**src/rtl/gpio_output_stage_if.sv**
```systemverilog
// Command/pulse request bus and pad-side outputs of the GPIO output stage.
interface gpio_output_stage_if #(
    parameter int CntWidth = 16
);
    logic                cmd_valid;
    logic [1:0]          cmd;
    logic                data;
    logic                pulse_start;
    logic [CntWidth-1:0] pulse_len;
    logic                open_drain;
    logic                oe_en;
    logic                serial;
    logic                oe;
    logic                busy;

    modport master (
        output cmd_valid, cmd, data,
        output pulse_start, pulse_len,
        output open_drain, oe_en,
        input  serial, oe, busy
    );

    modport slave (
        input  cmd_valid, cmd, data,
        input  pulse_start, pulse_len,
        input  open_drain, oe_en,
        output serial, oe, busy
    );
endinterface

```
**src/rtl/gpio_output_stage.sv**
```systemverilog
// Per-pin GPIO output driver: level commands, one-shot pulse, pad mapping.
// Define GPIO_OUT_PULSE_EN to build the pulse FSM, counter and busy output.
module gpio_output_stage #(
    parameter int   CntWidth   = 16,
    parameter logic ResetLevel = 1'b0
) (
    input logic clk_i,
    input logic rst_ni,
    input logic en_i,
    gpio_output_stage_if.slave bus
);
    localparam logic [1:0] CmdWrite  = 2'b00;
    localparam logic [1:0] CmdSet    = 2'b01;
    localparam logic [1:0] CmdClear  = 2'b10;
    localparam logic [1:0] CmdToggle = 2'b11;

    logic level_q;
    logic level_d;
    logic serial_q;
    logic oe_q;
    logic busy_q;
    logic busy_d;

    function automatic logic apply_cmd(logic cur);
        logic res;
        res = cur;
        if (bus.cmd_valid) begin
            unique case (bus.cmd)
                CmdWrite:  res = bus.data;
                CmdSet:    res = 1'b1;
                CmdClear:  res = 1'b0;
                CmdToggle: res = ~cur;
                default:   res = cur;
            endcase
        end
        return res;
    endfunction

`ifdef GPIO_OUT_PULSE_EN
    typedef enum logic {
        IDLE,
        PULSE
    } state_t;

    state_t              state_q;
    state_t              state_d;
    logic [CntWidth-1:0] cnt_q;
    logic [CntWidth-1:0] cnt_d;
    logic                saved_q;
    logic                saved_d;
    logic                cmd_level;

    // While pulsing, commands land in saved_q and the pad level stays frozen.
    always_comb begin
        state_d   = state_q;
        cnt_d     = cnt_q;
        saved_d   = saved_q;
        level_d   = level_q;
        cmd_level = level_q;
        unique case (state_q)
            IDLE: begin
                cmd_level = apply_cmd(level_q);
                level_d   = cmd_level;
                if (bus.pulse_start && (bus.pulse_len != '0)) begin
                    saved_d = cmd_level;
                    level_d = ~cmd_level;
                    cnt_d   = bus.pulse_len - CntWidth'(1);
                    state_d = PULSE;
                end
            end
            PULSE: begin
                cmd_level = apply_cmd(saved_q);
                saved_d   = cmd_level;
                if (cnt_q == '0) begin
                    level_d = cmd_level;
                    state_d = IDLE;
                end else begin
                    cnt_d = cnt_q - CntWidth'(1);
                end
            end
            default: state_d = IDLE;
        endcase
    end

    assign busy_d = (state_d == PULSE);

    always_ff @(posedge clk_i or negedge rst_ni) begin
        if (!rst_ni) begin
            state_q <= IDLE;
            cnt_q   <= '0;
            saved_q <= ResetLevel;
        end else if (en_i) begin
            state_q <= state_d;
            cnt_q   <= cnt_d;
            saved_q <= saved_d;
        end
    end
`else
    logic unused_pulse;

    assign unused_pulse = bus.pulse_start ^ (^bus.pulse_len);
    assign level_d      = apply_cmd(level_q);
    assign busy_d       = 1'b0;
`endif

    always_ff @(posedge clk_i or negedge rst_ni) begin
        if (!rst_ni) begin
            level_q  <= ResetLevel;
            serial_q <= 1'b0;
            oe_q     <= 1'b0;
            busy_q   <= 1'b0;
        end else if (en_i) begin
            level_q  <= level_d;
            serial_q <= bus.open_drain ? 1'b0 : level_d;
            oe_q     <= bus.oe_en & (~bus.open_drain | ~level_d);
            busy_q   <= busy_d;
        end
    end

    assign bus.serial = serial_q;
    assign bus.oe     = oe_q;
    assign bus.busy   = busy_q;
endmodule

```
**src/flat_wrapper.sv**
```systemverilog
// flat-port wrapper written by rule: the top's interface ports become plain ports
module gpio_output_stage_flat 
#(
    parameter int   CntWidth   = 16,
    parameter logic ResetLevel = 1'b0
)
  (clk_i, rst_ni, en_i, bus_cmd_valid, bus_cmd, bus_data, bus_pulse_start, bus_pulse_len, bus_open_drain, bus_oe_en, bus_serial, bus_oe, bus_busy);
  gpio_output_stage_if #(.CntWidth(CntWidth)) bus_i ();
  input logic clk_i;
  input logic rst_ni;
  input logic en_i;
  input wire logic [$bits(bus_i.cmd_valid)-1:0] bus_cmd_valid;
  input wire logic [$bits(bus_i.cmd)-1:0] bus_cmd;
  input wire logic [$bits(bus_i.data)-1:0] bus_data;
  input wire logic [$bits(bus_i.pulse_start)-1:0] bus_pulse_start;
  input wire logic [$bits(bus_i.pulse_len)-1:0] bus_pulse_len;
  input wire logic [$bits(bus_i.open_drain)-1:0] bus_open_drain;
  input wire logic [$bits(bus_i.oe_en)-1:0] bus_oe_en;
  output wire logic [$bits(bus_i.serial)-1:0] bus_serial;
  output wire logic [$bits(bus_i.oe)-1:0] bus_oe;
  output wire logic [$bits(bus_i.busy)-1:0] bus_busy;
  assign bus_i.cmd_valid = bus_cmd_valid;
  assign bus_i.cmd = bus_cmd;
  assign bus_i.data = bus_data;
  assign bus_i.pulse_start = bus_pulse_start;
  assign bus_i.pulse_len = bus_pulse_len;
  assign bus_i.open_drain = bus_open_drain;
  assign bus_i.oe_en = bus_oe_en;
  assign bus_serial = bus_i.serial;
  assign bus_oe = bus_i.oe;
  assign bus_busy = bus_i.busy;
  gpio_output_stage #(.CntWidth(CntWidth), .ResetLevel(ResetLevel)) u_core (.clk_i(clk_i), .rst_ni(rst_ni), .en_i(en_i), .bus(bus_i));
endmodule
```
**config.mk**
```make
export PLATFORM = sky130hd
export DESIGN_NAME = gpio_output_stage_flat
export DESIGN_NICKNAME = d
export VERILOG_FILES = /design/src/rtl/gpio_output_stage_if.sv /design/src/rtl/gpio_output_stage.sv /design/src/flat_wrapper.sv
export SDC_FILE = /design/constraint.sdc
export NUM_CORES = 1
export LEC_CHECK = 0
export CORE_AREA = 8 8 45 47
export DETAILED_ROUTE_END_ITERATION = 6
export DIE_AREA = 0 0 53 55
export PLACE_DENSITY = 0.62
export SLEW_MARGIN = 25
export SYNTH_ARGS = -nofsm -noshare
export SYNTH_HDL_FRONTEND = slang
export SYNTH_SLANG_ARGS = --single-unit
```
**constraint.sdc**
```tcl
create_clock -name clk_i -period 2.4 [get_ports clk_i]
set_input_delay 0.24 -clock clk_i [delete_from_list [all_inputs] [get_ports clk_i]]
set_output_delay 0.24 -clock clk_i [all_outputs]
set_load 0.005 [all_outputs]
```
After elaboration in Yosys (flattened, before gate mapping)
Index checks and enable logic that the tools add are counted.

Multiplexer cells: 3. Reductions and logical operators: 1. Bitwise operators: 5. Equal/unequal tests: 3.

Operator list (number): 2-bit == test (second input constant) (2); 1-bit case mux with 4 select lines (1); 1-bit NOT (3); 2-bit by 1-bit == test with 1-bit output (second input constant) (1); 2-bit zero test (1); 1-bit two-way mux (2); 1-bit bitwise AND (1); 1-bit bitwise OR (1).

Output and inout bits: 3. Bits in registers: 3. Word-level logic and storage cells: 15.

Logic depth before layout (Yosys ltp)
Depth after elaboration: 6. Depth in mapped cells: 4.

Least setup slack after synthesis
No wires, ideal clock.

Path kind: reg2reg. From: register u_core.level_q. To: register u_core.oe_q, in the netlist u_core.bus.oe. Setup slack: 1.414 ns. Stages on the path, launching flop included: 4. Data required time: 2.277 ns. Arrival: 0.863 ns. Period minus slack after synthesis: 0.986 ns. Setup time: 0.123 ns. Path through: dfrtp_1 -> a21oi_1 -> o221ai_2 -> o221a_1.

Longest elaborated chain between the ends: 6.

RTL lines: start, declared (line gpio_output_stage.sv:17) `logic level_q;`; start signal, assigned (line gpio_output_stage.sv:108) `level_q <= ResetLevel;`; start signal, assigned (line gpio_output_stage.sv:113) `level_q <= level_d;`; 1-bit NOT (line gpio_output_stage.sv:32) `CmdToggle: res = ~cur;`; 1-bit case mux with 4 select lines (line gpio_output_stage.sv:28) `unique case (bus.cmd)`; 1-bit two-way mux * (line gpio_output_stage.sv:27) `if (bus.cmd_valid) begin`; 1-bit NOT * (line gpio_output_stage.sv:115) `oe_q <= bus.oe_en & (~bus.open_drain | ~level_d);`; 1-bit bitwise OR * (line gpio_output_stage.sv:115); 1-bit bitwise AND * (line gpio_output_stage.sv:115); end signal, assigned (line gpio_output_stage.sv:115); end, declared (line gpio_output_stage.sv:20) `logic oe_q;`.

Every way passes the cells marked *; elsewhere a longest branch is shown, timed or not. A chain may end at the register's enable or synchronous reset.

Worst setup path in the final report
From: register u_core.oe_q, in the netlist u_core.bus.oe. To: output port bus_oe.

RTL lines: end, declared (line flat_wrapper.sv:20) `output wire logic [$bits(bus_i.oe)-1:0] bus_oe;`.

No word-level cell between the ends.

==> reports/metrics.csv <==
stage,metric,value,unit
worst_setup_path,critPathRequiredTime,2.16,ns
power,power.total,191.9,µW
cells_and_area,finalNetCount,58,
detailed_routing,drc,0,
detailed_routing,postRouteAntennaNets,0,
cells_and_area,nFillCells,160,
floorplan,ioPinCount,29,
cells_and_area,num_antenna_cells,0,
global_routing,grt_pass1_wl,765,µm
worst_setup_path,ff2ff_path_depth,3,
power,power_leakage,0.0001311,µW
cts,holdBufCountCts,0,
sta,hold_viol,0,
worst_setup_path,slowest_stage,clkdlybuf4s50_1,
global_routing,grt_usage,4.094,%
synthesis,synth_nets,44,
sta,fin_worst_skew,0.005972,ns
cts,clk_latency,0.24,ns
worst_setup_path,path_buf_inv,1,
detailed_routing,wl_per_cell,9.511,µm
cts,clkTransAtPathRegs,0.04,ns
sta,fin_ws,1.072,ns
synthesis,synth.cell_area,166.4,µm²
cts,numCtsBuffers,3,
synthesis,avgSynthCellArea,9.245,µm²
synthesis,synth_largest_area_cell,dfrtp_1,
cts,htreeDepth,1,
global_routing,grt-ovfl-total,0,
floorplan,core_area,1384,µm²
worst_setup_path,path_cells,clkdlybuf4s50_1,
cells_and_area,mostFrequentLayoutCell,clkdlybuf4s50_1,
worst_setup_path,critPathArrivalTime,1.09,ns
worst_setup_path,worstReg2RegStart,u_core.level_q$_DFFE_PN0P_,
worst_setup_path,critical_path.endpoint_type,primary output,
cts,cts_setup_buffers,0,
floorplan,die-area,2915,µm²
sta,max_freq,753.3,MHz
sta,tns,0,ns
detailed_routing,vias_per_cell,3.468,
global_routing,grt_pass1_vias,187,
worst_hold_path,hp-class,input port to asynchronous set/reset pin,
cts,max-clock-path-buffers,2,
worst_setup_path,path_class,register to primary output,
synthesis,synth_area_leaders,"dfrtp_1 (45%), inv_1 (11%), o221ai_2 (9.0%), o221a_1 (6.8%), a21oi_2 (5.3%)",
placed_design,port_buffers,10,
placed_design,dpl.hpwl,386.9,µm
power,power.density,628.4,nW/µm²
detailed_routing,firstDrtPassIters,2,
worst_setup_path,cp_top_family,buffers and inverters,
worst_setup_path,crit_path_max_incr_delay,0.51,ns
cts,cts_tree,built,
global_routing,antenna_found_initial,0,
sta,finalCritPeriodShare,55.31,%
synthesis,yosysSeqAreaShare,45.11,%
floorplan,start_util,12.03,%
worst_setup_path,reg2reg_to,u_core.bus.oe$_DFFE_PN0P_,
cells_and_area,syn_to_final_growth,83.46,%
floorplan,fp.dieH,55,µm
synthesis,ys_types,12,
synthesis,ys_ff_latch,3,
sta,rsz0062_at_grt,false,
job,drv_cap,0,
placed_design,gp_congestion,0.6164,
status,status,"finished, final reports clean",
floorplan,rows,14,
cts,cts-root-buf,clkbuf_4,
detailed_routing,routed_wl,447,µm
detailed_routing,num_vias,163,
worst_setup_path,rrSetupSlack,1.32,ns
synthesis,syn_inst,18,
sta,setup_viol,0,
synthesis,yosys_warnings,0,
floorplan,die_w,53,µm
worst_setup_path,critPathMaxFanout,2,
worst_setup_path,start_kind,register,
power,ir_worst_vdd,0.00007741,V
cells_and_area,drive_gt1_share,16.13,%
global_routing,grt_max_degree,6,
detailed_routing,drtIter0Drc,2,
sta,drv_slew,0,
sta,min_period,1.328,ns
cts,cts_resized,0,
cells_and_area,layout_common_cells,"clkdlybuf4s50_1 (10), inv_1 (5), clkbuf_4 (3), dfrtp_1 (3)",
cts,cts_sinks,3,
synthesis,synth_top_area_share,45.11,%
placed_design,pre_cts_ws,0.9864,ns
-- sequential cells by signal (all words and copies together), names as in the netlist --
register,cells
u_core.bus.oe,1
u_core.bus.serial,1
u_core.level_q,1
-- per-stage QoR --
step	utilization (%)	instances	hold slack [ns]	area (µm²)
after floorplan	-	18	-0.05559	166.4
after global placement	20.16	43	0.4307	279.0
after detailed placement	20.16	43	0.4398	279.0
after CTS	22.06	47	0.1798	305.3
after global routing	22.06	47	0.1947	305.3
final	22.06	47	0.1845	305.3
-- worst max-delay path by stage --
stage | start | end | slack [ns] | cells after the start
floorplan | u_core.level_q$_DFFE_PN0P_ | u_core.bus.oe$_DFFE_PN0P_ | 1.41 | 3
CTS | u_core.bus.oe$_DFFE_PN0P_ | bus_oe | 1.06 | 1
global placement | bus_cmd[0] | u_core.bus.oe$_DFFE_PN0P_ | 1.01 | 5
detailed placement | bus_cmd[0] | u_core.bus.oe$_DFFE_PN0P_ | 0.99 | 5
global route | u_core.bus.serial$_DFFE_PN0P_ | bus_serial | 1.03 | 1
finish | u_core.bus.oe$_DFFE_PN0P_ | bus_oe | 1.07 | 1
-- final cells by class --
type | instances | area, µm² | share of cell area, %
Timing Repair Buffer | 10 | 100.1 | 32.79
Sequential cell | 3 | 75.07 | 24.59
Multi-Input combinational cell | 9 | 65.06 | 21.31
Clock buffer | 4 | 26.28 | 8.607
Tap cell | 16 | 20.02 | 6.557
Inverter | 5 | 18.77 | 6.148
-- cell families after synthesis --
group	share of synthesized area (%)
simple gates	6.015
other cells	2.253
buf+inv	15.79
flops	45.11
compound gates	30.82
-- cells in the mapped netlist --
| cell | count |
|---|---|
| inv_1 | 5 |
| o22ai_1 | 1 |
| conb_1 | 1 |
| nand2b_1 | 1 |
| a21oi_1 | 1 |
| o21ai_0 | 1 |
| buf_4 | 1 |
| nor2_1 | 1 |
| dfrtp_1 | 3 |
| o221a_1 | 1 |
| o221ai_2 | 1 |
| a21oi_2 | 1 |
-- power by group --
group          total [µW]  leakage [µW]  internal [µW]  switching, µW
Sequential           62.5     0.0000369           57.6           4.97
Combinational        38.4     0.0000792           25.4           13.0
Clock                90.9     0.0000150           62.5           28.4
Total                 192      0.000131            145           46.4
-- metal layers --
| layer | track usage, % | vias to the layer above | share of wire [%] |
|---|---|---|---|
| li1 | - | 82 | - |
| met2 | 6.836 | 7 | 58 |
| met5 | 0 | - | 0 |
| met3 | 1.604 | 3 | 9.2 |
| met4 | 6.466 | 0 | 5.1 |
| met1 | 2.879 | 71 | 27 |
Power figures use the tool's default switching activity.
